===== config.mk =====
export PLATFORM = sky130hd
export DESIGN_NAME = systolic_array_param_flat
export DESIGN_NICKNAME = d
export VERILOG_FILES = /design/src/rtl/systolic_array_param_if.sv /design/src/rtl/systolic_array_param.sv /design/src/flat_wrapper.sv
export SDC_FILE = /design/constraint.sdc
export NUM_CORES = 2
export LEC_CHECK = 0
export BUFFER_PORTS_ARGS = -buffer_cell sky130_fd_sc_hd__buf_2
export CORE_MARGIN = 2
export CORE_UTILIZATION = 45
export DETAILED_ROUTE_END_ITERATION = 12
export GPL_TIMING_DRIVEN = 0
export PLACE_DENSITY = 0.69
export SLEW_MARGIN = 15
export SYNTH_ARGS = -nofsm -noshare
export SYNTH_HDL_FRONTEND = slang
export SYNTH_SLANG_ARGS = --single-unit

===== constraint.sdc =====
create_clock -name clk -period 7.3 [get_ports clk]
set_input_delay 1.46 -clock clk [delete_from_list [all_inputs] [get_ports clk]]
set_output_delay 1.46 -clock clk [all_outputs]
set_load 0.01 [all_outputs]

===== src/rtl/systolic_array_param_if.sv =====
// Operand stream, control and result-read bundle for systolic_array_param.
// Pure wiring, no latency.
// in_ready is the only flow-control return. The operand source waits on it.
interface systolic_array_param_if #(
    parameter int N     = 4,
    parameter int DW    = 8,
    parameter int K_MAX = 16,
    localparam int KW   = $clog2(K_MAX + 1),
    localparam int AW   = 2 * DW + $clog2(K_MAX),
    localparam int IW   = (N < 2) ? 1 : $clog2(N)
);
    logic              start;
    logic [KW-1:0]     k_len;
    logic              in_valid;
    logic              in_ready;
    logic [N*DW-1:0]   a_col;
    logic [N*DW-1:0]   b_row;
    logic              busy;
    logic              done;
    logic [IW-1:0]     rd_row;
    logic [IW-1:0]     rd_col;
    logic [AW-1:0]     rd_data;

    modport master (
        output start, k_len, in_valid, a_col, b_row, rd_row, rd_col,
        input  in_ready, busy, done, rd_data
    );

    modport slave (
        input  start, k_len, in_valid, a_col, b_row, rd_row, rd_col,
        output in_ready, busy, done, rd_data
    );
endinterface


===== src/rtl/systolic_array_param.sv =====
// Output-stationary NxN systolic multiplier: C = A[NxK] x B[KxN], with runtime K.
// Latency: the last accepted beat reaches the final PE after 2N-1 cycles, then done pulses. Reads take 1 cycle.
// Backpressure: in_ready is high only in LOAD. Idle in_valid cycles inject bubbles and only delay completion.
module systolic_array_param #(
    parameter int N     = 4,
    parameter int DW    = 8,
    parameter int K_MAX = 16,
    localparam int KW   = $clog2(K_MAX + 1),
    localparam int AW   = 2 * DW + $clog2(K_MAX),
    localparam int IW   = (N < 2) ? 1 : $clog2(N),
    localparam int CW   = $clog2(2 * N)
) (
    input  logic                   clk,
    input  logic                   rst,
    systolic_array_param_if.slave  bus
);

    typedef enum logic [1:0] {S_IDLE, S_LOAD, S_DRAIN, S_DONE} state_t;

    state_t            r_state;
    state_t            w_state_nxt;
    logic              w_clear;
    logic              w_done_set;
    logic              w_beat;
    logic [KW-1:0]     w_k;
    logic [KW-1:0]     r_beats;
    logic [CW-1:0]     r_drain;
    logic              r_done;

    // Skew lines. Row i of A uses stages 0..i. Column j of B uses stages 0..j.
    logic signed [DW-1:0] r_ska  [N][N];
    logic                 r_skat [N][N];
    logic signed [DW-1:0] r_skb  [N][N];

    // PE state: forwarded operands, forwarded tag, and the stationary accumulator.
    logic signed [DW-1:0]   r_a   [N][N];
    logic                   r_at  [N][N];
    logic signed [DW-1:0]   r_b   [N][N];
    logic signed [AW-1:0]   r_acc [N][N];

    logic signed [DW-1:0]   w_ain  [N][N];
    logic                   w_at   [N][N];
    logic signed [DW-1:0]   w_bin  [N][N];
    logic signed [2*DW-1:0] w_prod [N][N];

    logic [AW-1:0]     w_rd;
    logic [AW-1:0]     r_rd_data;

    assign w_k = (bus.k_len > KW'(K_MAX)) ? KW'(K_MAX) : bus.k_len;

    // State register
    always_ff @(posedge clk) begin
        if (rst) r_state <= S_IDLE;
        else     r_state <= w_state_nxt;
    end

    // Next state, accumulator clear, done request and beat acceptance
    always_comb begin
        w_state_nxt = r_state;
        w_clear     = 1'b0;
        w_done_set  = 1'b0;
        w_beat      = 1'b0;
        case (r_state)
            S_IDLE, S_DONE: begin
                if (bus.start) begin
                    w_clear = 1'b1;
                    if (w_k == '0) begin
                        w_state_nxt = S_DONE;
                        w_done_set  = 1'b1;
                    end else begin
                        w_state_nxt = S_LOAD;
                    end
                end
            end
            S_LOAD: begin
                if (bus.in_valid) begin
                    w_beat = 1'b1;
                    if (r_beats == KW'(1)) w_state_nxt = S_DRAIN;
                end
            end
            S_DRAIN: begin
                if (r_drain == CW'(2 * N - 2)) begin
                    w_state_nxt = S_DONE;
                    w_done_set  = 1'b1;
                end
            end
            default: w_state_nxt = S_IDLE;
        endcase
    end

    // Beat and drain counters, plus the registered done pulse
    always_ff @(posedge clk) begin
        if (rst) begin
            r_beats <= '0;
            r_drain <= '0;
            r_done  <= 1'b0;
        end else begin
            r_done <= w_done_set;
            if (w_clear)     r_beats <= w_k;
            else if (w_beat) r_beats <= r_beats - KW'(1);
            if (r_state == S_DRAIN) r_drain <= r_drain + CW'(1);
            else                    r_drain <= '0;
        end
    end

    // Input skew: load stage 0 with the beat (or a zero bubble), then shift
    always_ff @(posedge clk) begin
        for (int i = 0; i < N; i++) begin
            if (rst) begin
                for (int d = 0; d < N; d++) begin
                    r_ska[i][d]  <= '0;
                    r_skat[i][d] <= 1'b0;
                    r_skb[i][d]  <= '0;
                end
            end else begin
                r_ska[i][0]  <= w_beat ? bus.a_col[i*DW +: DW] : '0;
                r_skat[i][0] <= w_beat;
                r_skb[i][0]  <= w_beat ? bus.b_row[i*DW +: DW] : '0;
                for (int d = 1; d < N; d++) begin
                    r_ska[i][d]  <= r_ska[i][d-1];
                    r_skat[i][d] <= r_skat[i][d-1];
                    r_skb[i][d]  <= r_skb[i][d-1];
                end
            end
        end
    end

    // PE operand routing: the edge PEs take the skew outputs, the others take their neighbours
    for (genvar gi = 0; gi < N; gi++) begin : g_row
        for (genvar gj = 0; gj < N; gj++) begin : g_col
            if (gj == 0) begin : g_left
                assign w_ain[gi][gj] = r_ska[gi][gi];
                assign w_at[gi][gj]  = r_skat[gi][gi];
            end else begin : g_inner_a
                assign w_ain[gi][gj] = r_a[gi][gj-1];
                assign w_at[gi][gj]  = r_at[gi][gj-1];
            end
            if (gi == 0) begin : g_top
                assign w_bin[gi][gj] = r_skb[gj][gj];
            end else begin : g_inner_b
                assign w_bin[gi][gj] = r_b[gi-1][gj];
            end
            assign w_prod[gi][gj] = (2*DW)'(w_ain[gi][gj]) * (2*DW)'(w_bin[gi][gj]);
        end
    end

    // PE array: forward operands every cycle, accumulate only on tagged beats
    always_ff @(posedge clk) begin
        for (int i = 0; i < N; i++) begin
            for (int j = 0; j < N; j++) begin
                if (rst) begin
                    r_a[i][j]   <= '0;
                    r_at[i][j]  <= 1'b0;
                    r_b[i][j]   <= '0;
                    r_acc[i][j] <= '0;
                end else begin
                    r_a[i][j]  <= w_ain[i][j];
                    r_at[i][j] <= w_at[i][j];
                    r_b[i][j]  <= w_bin[i][j];
                    if (w_clear)
                        r_acc[i][j] <= '0;
                    else if (w_at[i][j])
                        r_acc[i][j] <= r_acc[i][j] + AW'(w_prod[i][j]);
                end
            end
        end
    end

    // Result mux. An address outside the array selects nothing and reads 0.
    always_comb begin
        w_rd = '0;
        for (int i = 0; i < N; i++)
            for (int j = 0; j < N; j++)
                if (bus.rd_row == IW'(i) && bus.rd_col == IW'(j))
                    w_rd = r_acc[i][j];
    end

    // Registered read port, active in every state
    always_ff @(posedge clk) begin
        if (rst) r_rd_data <= '0;
        else     r_rd_data <= w_rd;
    end

    assign bus.in_ready = (r_state == S_LOAD);
    assign bus.busy     = (r_state == S_LOAD) || (r_state == S_DRAIN);
    assign bus.done     = r_done;
    assign bus.rd_data  = r_rd_data;

endmodule

===== src/flat_wrapper.sv =====
// flat-port wrapper written by rule: the top's interface ports become plain ports
module systolic_array_param_flat 
#(
    parameter int N     = 4,
    parameter int DW    = 8,
    parameter int K_MAX = 16,
    localparam int KW   = $clog2(K_MAX + 1),
    localparam int AW   = 2 * DW + $clog2(K_MAX),
    localparam int IW   = (N < 2) ? 1 : $clog2(N),
    localparam int CW   = $clog2(2 * N)
)
  (clk, rst, bus_start, bus_k_len, bus_in_valid, bus_a_col, bus_b_row, bus_rd_row, bus_rd_col, bus_in_ready, bus_busy, bus_done, bus_rd_data);
  systolic_array_param_if #(.N(N), .DW(DW), .K_MAX(K_MAX)) bus_i ();
  input  logic clk;
  input  logic rst;
  input wire logic [$bits(bus_i.start)-1:0] bus_start;
  input wire logic [$bits(bus_i.k_len)-1:0] bus_k_len;
  input wire logic [$bits(bus_i.in_valid)-1:0] bus_in_valid;
  input wire logic [$bits(bus_i.a_col)-1:0] bus_a_col;
  input wire logic [$bits(bus_i.b_row)-1:0] bus_b_row;
  input wire logic [$bits(bus_i.rd_row)-1:0] bus_rd_row;
  input wire logic [$bits(bus_i.rd_col)-1:0] bus_rd_col;
  output wire logic [$bits(bus_i.in_ready)-1:0] bus_in_ready;
  output wire logic [$bits(bus_i.busy)-1:0] bus_busy;
  output wire logic [$bits(bus_i.done)-1:0] bus_done;
  output wire logic [$bits(bus_i.rd_data)-1:0] bus_rd_data;
  assign bus_i.start = bus_start;
  assign bus_i.k_len = bus_k_len;
  assign bus_i.in_valid = bus_in_valid;
  assign bus_i.a_col = bus_a_col;
  assign bus_i.b_row = bus_b_row;
  assign bus_i.rd_row = bus_rd_row;
  assign bus_i.rd_col = bus_rd_col;
  assign bus_in_ready = bus_i.in_ready;
  assign bus_busy = bus_i.busy;
  assign bus_done = bus_i.done;
  assign bus_rd_data = bus_i.rd_data;
  systolic_array_param #(.N(N), .DW(DW), .K_MAX(K_MAX)) u_core (.clk(clk), .rst(rst), .bus(bus_i));
endmodule

* Word-level counts from Yosys, hierarchy flattened *
Memory sizes are Yosys's and may differ from the RTL's.
Cells that the tools add are included.

storage, ports and cells
  word-level logic and storage cells = 455
  memories = 7
  bits in writable memories = 864
  output and inout bits = 23
  bits in registers = 31
  bits of input ports = 77

operators by class
  multipliers = 16
  magnitude comparators = 1
  $add $sub $neg = 18
  muxes and demuxes = 239
  bitwise gates (word level) = 129
  reductions and logical operators = 25
  eq/ne operators = 15

memory list
  name             words  bits a word  rd ports  clocked after Yosys merged registers in  write ports  RTL line                    RTL
  u_core.r_acc     4      80           4         0                                        4            systolic_array_param.sv:39  logic signed [AW-1:0] r_acc [N][N];
  u_core.r_a       4      32           4         0                                        4            systolic_array_param.sv:36  logic signed [DW-1:0] r_a [N][N];
  u_core.r_b       4      32           3         0                                        4            systolic_array_param.sv:38  logic signed [DW-1:0] r_b [N][N];
  u_core.r_ska     4      32           4         0                                        4            systolic_array_param.sv:31  logic signed [DW-1:0] r_ska [N][N];
  u_core.r_skb     4      32           4         0                                        4            systolic_array_param.sv:33  logic signed [DW-1:0] r_skb [N][N];
  u_core.r_at      4      4            4         0                                        4            systolic_array_param.sv:37  logic r_at [N][N];
  1 more memories  --     --           --        --                                       --           --

operator list
  kind                   count
  $mux W20               48
  $mux W8                72
  $add A20 B16 Y20       16
  $mul A8 B8 Y16         16
  $or A1 B1 Y1           128
  $mux W1                109
  $logic_and A1 B1 Y1    16
  $mux W5                3
  $eq A2 B2 Y1 const B   6
  $mux W2                5
  $eq A2 B1 Y1 const B   3
  $logic_not A2 Y1       3
  $pmux W2 S3            1
  $eq A5 B1 Y1 const B   1
  $gt A5 B5 Y1 const B   1
  $logic_not A5 Y1       1
  $sub A5 B1 Y5 const B  1
  $ne A2 B1 Y1 const B   2
  $ne A2 B2 Y1 const B   2
  $reduce_and A4 Y1      1
  $reduce_or A2 Y1       2
  $add A3 B1 Y3 const B  1
  $eq A3 B3 Y1 const B   1
  $pmux W1 S2            1
  3 further kinds        3

* Logic depth before layout (Yosys ltp) *
  depth in word-level cells = 18
  mapped depth = 19
  depth with buffers taken out = 18

* Worst setup path before layout *
Ideal clock, no wire load.

  path type = register -> register
  start = memory u_core.r_a[3][23] (netlist name)
  end = memory u_core.r_acc[3][38] (netlist name) (data pin)
  library setup time = 0.260 ns
  setup slack = 1.973 ns
  arrival time = 5.067 ns
  buffers on the path = 1
  stages on the path, launching flop included = 16
  data required time = 7.040 ns
  period minus slack after synthesis = 5.327 ns
  cell sequence = dfxtp_1 -> clkbuf_1 -> and2_1 -> inv_1 -> fa_1 -> inv_1 -> fa_1 -> fa_1 -> fa_1 -> fa_1 -> ha_1 -> a21o_1 -> a21oi_1 -> o211a_1 -> o31ai_1 -> mux2_2

RTL lines
  item         RTL line
  from (decl)  systolic_array_param.sv:36
  to (decl)    systolic_array_param.sv:39

==> reports/metrics.cfg <==
[clock_network]
path_clk_slew_ns=0.07
cts_setup_buffers=0
cts_made_buffers=86
insertion_delay_ns=0.74
h-tree-depth=3
clock_sinks=710
cts-root-buf=clkbuf_16
cts_hold_buffers=0
cts_resized=0
clockBufferDepth=3
cts_tree=built

[die]
die_x_um=431
pin_count=100
die_h_um=431
die_area_um2=186000
core_um2=181000
placementRows=156
initial_core_util=0.453

[sta]
layout_min_cycle_time_ns=6.50
skew_ns=0.0360
tns_ns=0
finalHoldViolCount=0
worst_slew_pin_slew_ns=1.32
slew_viol_final=0
setup_viol=0
relSlewSlack=0.122
max_freq_mhz=154
timing.final.crit_share=0.890
rsz0062_at_grt=no

[grt]
grt_pass1_wl_mm=360
grt_pass1_vias=59900
grt_usage=0.256
grt_max_degree=51
gr-total-overflow=0
antenna_found_initial=11

[worst_setup_path]
path_cells=clkbuf_1, and2_1, inv_1, fa_1, inv_1, fa_1, fa_1, fa_1, fa_1, ha_1, a21oi_1, o22ai_1, a211oi_1, a211oi_1, o21ai_0, nor3b_1
startpoint_type=flop
crit_top_cell=fa_1
critPathSlowestCell=and2_1
cpPeakStageDelay_ns=0.90
required_ns=7.83
reg2reg_depth=16
endpoint_kind=flop
critical_path_peak_fanout=13
arrival_ns=7.03
worstSetupPathType=reg2reg

[final_layout]
finalNetCount=10300
drive_gt1_frac=0.0484
syn2layout_area_growth_pct=8.03
nFillCells=16300
fin_util=0.490

[logic_synthesis]
synth_seq_cells=710
ys.warnings.count=0
synth.most_common_cell=inv_1
seq_area_frac_synth=0.212
synth.top_cell.area_share=0.344
postSynth.asyncResetShare=0
synth_nets=10100
synthTopCellsByArea=fa_1 34%, edfxtp_1 12%, ha_1 11%, dfxtp_1 9.5%, inv_1 6.6%
synthTopCellsByCount=1,432 x inv_1, 1,408 x fa_1, 743 x ha_1
ys.flop_type=dfxtp_1
avgSynthCellArea_um2=10.4
ys_types=76
synth-edff-count=320
syn_inst=7878
yosysTopAreaCell=fa_1
synth.cell_area_um2=82000

[worst_hold_path]
hold_class=reg2reg
hold_depth=1

[status]
status=finished clean

[detailed_routing]
drc=0
via_per_inst=5.37
num_vias=56500
drt_iter0_markers=3753
drt_wl_total_mm=232
ant_nets=0
first_pass_iters=6
wire_per_inst_um=22.0

[power]
p_seq_frac=0.398
pwr-share-clk=0.325
vdd.ir_drop.worst_uv=166
combPwrFrac=0.276
p_per_area_nw_per_um2=156
p_leak_nw=45.3
switching_share=0.364
switchingPower_mw=5.05
internal_power_mw=8.80

[job]
maxCapViolations=0

[place]
place_hpwl_mm=196
port_buffers=99
gp_congestion=1.00

critical path, delay by kind of cell, from the launching register on:
family                     cells  cell delay [ns]
and+or+nand+nor                2             1.16
buffers and inverters          3             0.70
DFF                            1             0.30
adders and majority gates      6             2.80
AOI/OAI and AO/OA              5             1.33
cells in the final DEF (no fill, tap or decap), types with 21 or more instances in the layout:
master	netlist	layout
o22ai_1	32	32
nor3_1	89	89
and2_1	593	593
ha_1	743	743
nand2_1	495	495
nor2_1	283	283
mux2i_1	36	36
o211ai_1	53	53
buf_2	22	121
fa_1	1408	1408
nor2b_1	413	413
a21oi_1	189	189
dfxtp_1	390	390
xnor2_1	180	180
clkbuf_16	0	97
o21a_1	65	65
clkbuf_1	142	151
a21o_1	99	99
a31oi_1	21	21
and3_1	133	133
a2bb2oi_1	23	23
edfxtp_1	320	320
nand3_1	58	58
inv_1	1432	1432
o21ai_0	163	163
nand2b_1	76	71
xor2_1	82	82
mux2_2	42	42
a211oi_1	21	21
final cells by class:
| class | instances | area [µm²] | area share |
|---|---|---|---|
| Antenna cell | 6 | 15.0 | 0.000169 |
| Sequential cell | 710 | 17400 | 0.197 |
| Timing Repair Buffer | 104 | 611 | 0.00689 |
| Clock inverter | 40 | 349 | 0.00394 |
| Buffer | 179 | 782 | 0.00883 |
| Tap cell | 2370 | 2970 | 0.0335 |
| Clock buffer | 121 | 2620 | 0.0295 |
| Multi-Input combinational cell | 5553 | 58400 | 0.660 |
| Inverter | 1436 | 5390 | 0.0608 |
sequential cells by signal (all words and copies together) (netlist names):
signal,cells
u_core.bus.done,1
u_core.bus.rd_data,20
u_core.r_a,95
u_core.r_acc,320
u_core.r_at,4
u_core.r_b,96
u_core.r_beats,5
u_core.r_drain,3
u_core.r_ska,81
u_core.r_skat,3
u_core.r_skb,80
u_core.r_state,2
routing by layer:
layer,vias up,routed length (µm),track usage
met5,-,13,0
met1,28800,92900,0.328
li1,25400,-,-
met2,1819,109000,0.418
met3,445,14500,0.0400
met4,2,15000,0.139
stage by stage:
step	instances	hold slack, ns	setup WS [ns]	area, µm²	total power, mW
floorplan	7878	0.414	1.97	82000	7.78
global placement	10300	0.420	0.0762	85500	9.26
detailed placement	10400	0.422	0.931	85600	9.38
CTS	10500	0.431	0.888	88600	13.9
global route	10500	0.437	0.542	88600	14.6
finish	10500	0.425	0.800	88600	13.8
power by group through the flow:
stage / sequential [mW] / combinational, mW / clock, mW
3_5_place_dp: 5.60 / 3.78 / 0
2_1_floorplan: 5.08 / 2.70 / 0
4_1_cts: 5.52 / 3.83 / 4.58
5_1_grt: 5.53 / 4.34 / 4.72
6_report: 5.52 / 3.83 / 4.51
3_3_place_gp: 5.62 / 3.64 / 0
logic make-up (layout without fill, tap and decap cells):
group,Yosys count,after routing,share of synthesized area
flops,710,710,0.212
simple gates,2221,2221,0.144
buf+inv,1615,1880,0.0752
fa+ha+maj,2151,2151,0.457
other cells,0,6,0
compound gates,825,825,0.0686
mux,94,94,0.0147
xor+xnor,262,262,0.0280
worst paths after layout:
kind | startpoint | endpoint | slack (ns)
min | u_core.r_skb[2][16] | u_core.r_skb[2][8] | 0.43
max | u_core.r_b[0][8] | u_core.r_acc[1][37] | 0.80
min reg2reg | u_core.r_skb[2][16] | u_core.r_skb[2][8] | 0.43
max reg2reg | u_core.r_b[0][8] | u_core.r_acc[1][37] | 0.80
Power figures use the tool's default switching activity.
